[config.mk]
export PLATFORM = sky130hd
export DESIGN_NAME = stopwatch_ctrl
export DESIGN_NICKNAME = d
export VERILOG_FILES = /design/src/rtl/stopwatch_ctrl.sv
export SDC_FILE = /design/constraint.sdc
export NUM_CORES = 1
export LEC_CHECK = 0
export BUFFER_PORTS_ARGS = -buffer_cell sky130_fd_sc_hd__buf_2
export CAP_MARGIN = 20
export CORE_ASPECT_RATIO = 0.8
export CORE_UTILIZATION = 44
export CTS_BUF_LIST = sky130_fd_sc_hd__clkbuf_16
export CTS_CLUSTER_SIZE = 25
export DETAILED_ROUTE_END_ITERATION = 10
export SLEW_MARGIN = 10
export SYNTH_ARGS = -nofsm -noshare
export SYNTH_HDL_FRONTEND = slang
export SYNTH_SLANG_ARGS = --single-unit
[constraint.sdc]
create_clock -name i_CLK -period 2.2 [get_ports i_CLK]
set_input_delay 0.66 -clock i_CLK [delete_from_list [all_inputs] [get_ports i_CLK]]
set_output_delay 0.66 -clock i_CLK [all_outputs]
set_load 0.01 [all_outputs]
[src/rtl/stopwatch_ctrl.sv]
// Stopwatch run/pause/clear sequencer: button conditioning, tick prescaler
// and the IDLE/RUNNING/PAUSED/EXPIRED control FSM for the digit counter.
module stopwatch_ctrl #(
    parameter int c_TICK_DIV  = 100000,
    parameter int c_DB_CYCLES = 1000
) (
    input  logic i_CLK,
    input  logic i_RST_N,
    input  logic i_BTN_START,
    input  logic i_BTN_CLEAR,
    input  logic i_MODE,
    input  logic i_ZERO,
    output logic o_TICK,
    output logic o_CLEAR,
    output logic o_TIMER,
    output logic o_RUNNING,
    output logic o_EXPIRED,
    output logic o_LAP_HOLD
);

    localparam int c_PW = $clog2(c_TICK_DIV);
    localparam int c_DW = $clog2(c_DB_CYCLES + 1);
    localparam logic [c_PW-1:0] c_PMAX = c_PW'(c_TICK_DIV - 1);
    localparam logic [c_DW-1:0] c_DMAX = c_DW'(c_DB_CYCLES - 1);

    typedef enum logic [1:0] {
        S_IDLE,
        S_RUN,
        S_PAUSE,
        S_EXP
    } state_e;

    // Button bit 0 is START, bit 1 is CLEAR
    logic [1:0]           sync1_q, sync1_d;
    logic [1:0]           sync2_q, sync2_d;
    logic [1:0]           lvl_q, lvl_d;
    logic [1:0]           dly_q, dly_d;
    logic [1:0]           press_q, press_d;
    logic [1:0][c_DW-1:0] db_cnt_q, db_cnt_d;

    state_e          state_q, state_d;
    logic [c_PW-1:0] presc_q, presc_d;
    logic            clear_q, clear_d;
    logic            timer_q, timer_d;
    logic            lap_q, lap_d;
    logic            init_q, init_d;
    logic            press_start, press_clr, expire;

    assign press_start = press_q[0];
    assign press_clr   = press_q[1];
    assign expire      = (state_q == S_RUN) && timer_q && i_ZERO;

    always_comb begin
        sync1_d  = {i_BTN_CLEAR, i_BTN_START};
        sync2_d  = sync1_q;
        dly_d    = lvl_q;
        press_d  = lvl_q & ~dly_q;
        lvl_d    = lvl_q;
        db_cnt_d = db_cnt_q;
        for (int i = 0; i < 2; i++) begin
            if (sync2_q[i] == lvl_q[i]) begin
                db_cnt_d[i] = '0;
            end else if (db_cnt_q[i] == c_DMAX) begin
                lvl_d[i]    = sync2_q[i];
                db_cnt_d[i] = '0;
            end else begin
                db_cnt_d[i] = db_cnt_q[i] + c_DW'(1);
            end
        end
    end

    always_comb begin
        state_d = state_q;
        presc_d = presc_q;
        clear_d = 1'b0;
        timer_d = timer_q;
        lap_d   = lap_q;
        init_d  = 1'b1;
        unique case (state_q)
            S_IDLE: begin
                presc_d = '0;
                timer_d = i_MODE;
                // A direction change re-preloads the counter (0000 or max)
                if (i_MODE != timer_q) clear_d = 1'b1;
                if (press_clr) begin
                    clear_d = 1'b1;
                end else if (press_start && !(i_MODE && i_ZERO)) begin
                    state_d = S_RUN;
                end
            end
            S_RUN: begin
                presc_d = (presc_q == c_PMAX) ? '0 : presc_q + c_PW'(1);
                if (expire) begin
                    state_d = S_EXP;
                end else if (press_clr) begin
                    lap_d = ~lap_q;
                end else if (press_start) begin
                    state_d = S_PAUSE;
                end
            end
            S_PAUSE: begin
                if (press_clr) begin
                    state_d = S_IDLE;
                    clear_d = 1'b1;
                    lap_d   = 1'b0;
                end else if (press_start) begin
                    state_d = S_RUN;
                end
            end
            S_EXP: begin
                presc_d = '0;
                if (press_clr || press_start) begin
                    state_d = S_IDLE;
                    clear_d = 1'b1;
                    lap_d   = 1'b0;
                end
            end
            default: state_d = S_IDLE;
        endcase
        if (!init_q) clear_d = 1'b1;
    end

    always_ff @(posedge i_CLK or negedge i_RST_N) begin
        if (!i_RST_N) begin
            sync1_q  <= '0;
            sync2_q  <= '0;
            lvl_q    <= '0;
            dly_q    <= '0;
            press_q  <= '0;
            db_cnt_q <= '0;
            state_q  <= S_IDLE;
            presc_q  <= '0;
            clear_q  <= 1'b0;
            timer_q  <= 1'b0;
            lap_q    <= 1'b0;
            init_q   <= 1'b0;
        end else begin
            sync1_q  <= sync1_d;
            sync2_q  <= sync2_d;
            lvl_q    <= lvl_d;
            dly_q    <= dly_d;
            press_q  <= press_d;
            db_cnt_q <= db_cnt_d;
            state_q  <= state_d;
            presc_q  <= presc_d;
            clear_q  <= clear_d;
            timer_q  <= timer_d;
            lap_q    <= lap_d;
            init_q   <= init_d;
        end
    end

    assign o_TICK     = (state_q == S_RUN) && (presc_q == c_PMAX) && !expire;
    assign o_CLEAR    = clear_q;
    assign o_TIMER    = timer_q;
    assign o_RUNNING  = (state_q == S_RUN);
    assign o_EXPIRED  = (state_q == S_EXP);
    assign o_LAP_HOLD = lap_q;

endmodule

==> metrics.txt <==
# TYPE chip_impl_metric gauge
chip_impl_metric{name="required_time_reported_for_the_critical_path_endpoint",unit="ps"} 1540
chip_impl_metric{name="detailed_route_drc_error_count",unit=""} 0
chip_impl_metric{name="synth.top_cell.area_share",unit="%"} 50.8
chip_impl_metric{name="h_tree_levels",unit=""} 2
chip_impl_metric{name="avgSynthCellArea",unit="sq um"} 10.1
chip_impl_info{name="unrepaired_setup_endpoints_after_global_routing",value="yes"} 1
chip_impl_metric{name="synth.distinct_cells",unit=""} 53
chip_impl_metric{name="synth-edff-count",unit=""} 0
chip_impl_info{name="postSynth.topFlopCell",value="dfrtp_1"} 1
chip_impl_metric{name="clock-skew-final",unit="ps"} 4.25
chip_impl_metric{name="synthCells",unit=""} 258
chip_impl_metric{name="ys_seq_area_share",unit="%"} 50.8
chip_impl_metric{name="seqCellArea",unit="sq um"} 1330
chip_impl_info{name="type_of_the_tightest_min_delay_check",value="in2async"} 1
chip_impl_metric{name="fillerInstances",unit=""} 514
chip_impl_metric{name="total_power",unit="uW"} 1930
chip_impl_metric{name="detailedPlacementHpwl",unit="um"} 3250
chip_impl_metric{name="power-per-cell-area",unit="nW/um^2"} 651
chip_impl_metric{name="num_cts_buffers",unit=""} 5
chip_impl_metric{name="nets",unit=""} 288
chip_impl_metric{name="drt-initial-drc-count",unit=""} 103
chip_impl_metric{name="pin_count",unit=""} 12
chip_impl_metric{name="max_freq",unit="GHz"} 0.469
chip_impl_metric{name="detail_route.wirelength",unit="um"} 4740
chip_impl_info{name="root_buffer",value="clkbuf_16"} 1
chip_impl_metric{name="wl_per_cell",unit="um"} 13.5
chip_impl_metric{name="hold_viol",unit=""} 0
chip_impl_info{name="status",value="complete, no violations"} 1
chip_impl_metric{name="layout_overhead_on_the_synthesized_area",unit="%"} 13.3
chip_impl_metric{name="detailroute.via_count",unit=""} 1850
chip_impl_metric{name="grt_pass1_vias",unit=""} 1795
chip_impl_metric{name="instances_no_fill",unit=""} 352
chip_impl_info{name="tritoncts",value="built"} 1
chip_impl_info{name="timing.critical_path.from",value="presc_q[1]"} 1
chip_impl_metric{name="number_of_violations_of_the_max_capacitance_limit",unit=""} 0
chip_impl_metric{name="worst-endpoint-arrival",unit="ps"} 1470
chip_impl_metric{name="synthesis.area",unit="sq um"} 2610
chip_impl_metric{name="multi_input_area",unit="sq um"} 1220
chip_impl_metric{name="power.leakage",unit="uW"} 0.00131
chip_impl_metric{name="io_buffer_count",unit=""} 11
chip_impl_metric{name="crit_path_max_fanout",unit=""} 5
chip_impl_metric{name="detail_route.first_pass.iterations",unit=""} 4
chip_impl_metric{name="timing.final.crit_period",unit="ps"} 2130
chip_impl_info{name="crit_path_start_kind",value="flip-flop"} 1
chip_impl_metric{name="cts.path.max_buffers",unit=""} 2
chip_impl_info{name="timing.setup.critical_path_class",value="reg2out"} 1
chip_impl_metric{name="detail-route-antenna-nets",unit=""} 0
chip_impl_metric{name="place_inst",unit=""} 344
chip_impl_metric{name="irDropWorstVdd",unit="mV"} 0.412
chip_impl_metric{name="overflow",unit=""} 0
chip_impl_metric{name="fp-row-count",unit=""} 24
chip_impl_metric{name="final_layout_size_suffix_gt1_share",unit="%"} 14.2
chip_impl_metric{name="total_die_area",unit="sq um"} 6240
chip_impl_metric{name="grt_first_pass_wirelength",unit="um"} 8340
chip_impl_metric{name="synth-warning-count",unit=""} 0
chip_impl_info{name="synthDominantAreaCellType",value="dfrtp_1"} 1
chip_impl_metric{name="floorplan.die.height",unit="um"} 70.9
chip_impl_metric{name="num_antenna_cells",unit=""} 0
chip_impl_info{name="synth.area.top_cells",value="dfrtp_1, xnor2_1, ha_1, nor2_1, nand2_1"} 1
chip_impl_metric{name="effective_utilization_at_floorplan",unit="%"} 46.7
chip_impl_metric{name="clkLatencyLatePin",unit="ps"} 280
chip_impl_metric{name="synth.ff_latch_count",unit=""} 53
chip_impl_metric{name="global_route.usage.total",unit="%"} 17.1
chip_impl_metric{name="clk_pin_slew",unit="ps"} 70
chip_impl_metric{name="vias_per_cell",unit=""} 5.26
chip_impl_metric{name="core_area",unit="sq um"} 5590
chip_impl_metric{name="min_period_over_period",unit="%"} 96.9
chip_impl_metric{name="setup_viol_count_final",unit=""} 0
chip_impl_metric{name="finalSetupTns",unit="ps"} 0
chip_impl_metric{name="synth_async_sr_flop_share",unit="%"} 100
chip_impl_metric{name="die_x",unit="um"} 88.1
chip_impl_metric{name="antenna_violations_before_repair",unit=""} 0
chip_impl_info{name="endpoint_kind",value="output port"} 1
chip_impl_metric{name="place_congestion",unit=""} 0.769
chip_impl_metric{name="synthesis.nets",unit=""} 272
chip_impl_metric{name="post_cts_hold_buffers",unit=""} 0
chip_impl_metric{name="maximum_number_of_pins_on_one_net_before_global_route_repair",unit=""} 54
chip_impl_info{name="r2r-start",value="state_q[0]"} 1
chip_impl_metric{name="tritoncts_num_sinks",unit=""} 53
chip_impl_metric{name="slew_viol_final",unit=""} 0
==> state kept, by name (all words and copies together) (netlist names) <==
| name | flops |
|---|---|
| sync2_q | 2 |
| presc_q | 17 |
| o_CLEAR | 1 |
| dly_q | 2 |
| sync1_q | 2 |
| o_TIMER | 1 |
| init_q | 1 |
| o_LAP_HOLD | 1 |
| state_q | 2 |
| db_cnt_q | 20 |
| dly_d | 2 |
| press_q | 2 |
==> critical path, stage by stage, from the launching register on <==
cell and delay (ps):
dfrtp_1 410, ha_4 180, and4_4 250, nand4_1 100, nor2_1 110, buf_2 140
==> report_power, final <==
group	internal [uW]	leakage, uW	switching [uW]
Sequential	988	0.000702	8.64
Combinational	18.5	0.000530	35.0
Clock	535	0.0000803	340
Total	1540	0.00131	384
==> layout by cell type (no fill, tap or decap), types with 3 or more instances in the layout <==
cell type and instances:
nand3_1 12, ha_1 7, inv_1 12, or4_1 4, buf_2 11, clkbuf_16 5, nand2_1 22, xor2_1 7
o21ai_0 16, nand4_1 9, and3_1 4, xnor2_1 12, dfrtp_1 53, nor3_1 9, or3_1 4, buf_4 4
and2_1 3, a21oi_1 9, mux2_2 6, nor2_1 25
==> final timing paths <==
| kind | cells after the start | slack [ps] | endpoint |
|---|---|---|---|
| max | 5 | 70 | o_TICK |
| min | 2 | 340 | presc_q[14] |
| max reg2reg | 6 | 290 | presc_q[13] |
| min reg2reg | 0 | 350 | sync2_q[1] |
| max in group asynchronous | 2 | 1600 | db_cnt_q[16] |
| min in group i_CLK | 0 | 350 | sync2_q[1] |
==> routing by layer <==
metal	up-vias	GRT usage (%)	share of wire, %
met5	-	0	0
met4	0	3.76	0.17
met3	2	4.20	3.7
met2	33	25.7	42
met1	879	25.2	54
li1	936	-	-
==> area by class of cell <==
cell class	instances	share of cell area, %
clock inverter	2	1.31
clock buffer	5	4.23
tap	78	3.30
sequential	53	44.9
multi-input combinational	186	41.2
inverter	12	1.52
timing repair buffer	16	3.55
==> cells in the mapped netlist, types with 2 or more instances <==
cell type,number
dfrtp_1,53
nor2_1,25
nand2_1,22
o21ai_0,16
inv_1,12
nand3_1,12
xnor2_1,12
a21oi_1,9
nand4_1,9
nor3_1,9
ha_1,8
xor2_1,7
mux2_2,6
and3_1,4
or3_1,4
or4_1,4
and2_1,3
a31oi_1,2
buf_2,2
clkbuf_1,2
nand2b_1,2
nor2b_1,2
o211ai_1,2
o21bai_1,2
==> logic make-up after synthesis <==
logic type               synth area share (%)
multiplexers                             2.97
AND/OR/NAND/NOR                          22.2
XOR/XNOR                                 6.38
flip-flops                               50.8
adder cells (fa/ha/maj)                  3.84
other                                   0.144
buffers and inverters                    3.31
AO/OA/AOI/OAI                            10.3
==> stage by stage <==
| stage | utilization, % | hold WS [ps] | setup WS, ps | instance area [sq um] |
|---|---|---|---|---|
| 2_1_floorplan | - | 331 | 436 | 2610 |
| 3_3_place_gp | 49.5 | 333 | 318 | 2760 |
| 3_5_place_dp | 49.5 | 338 | 287 | 2760 |
| 4_1_cts | 52.6 | 356 | 32.1 | 2940 |
| 5_1_grt | 52.9 | 359 | -58.2 | 2960 |
| 6_report | 52.9 | 340 | 69.0 | 2960 |
==> repair_timing <==
item                       in CTS  in global routing
cloned                          0                  0
pin swaps                       1                  0
setup buffers                   0                  1
gates resized for setup         2                  3
setup endpoints to repair       1                  1
No activity file was read; power rests on OpenSTA's default activity.
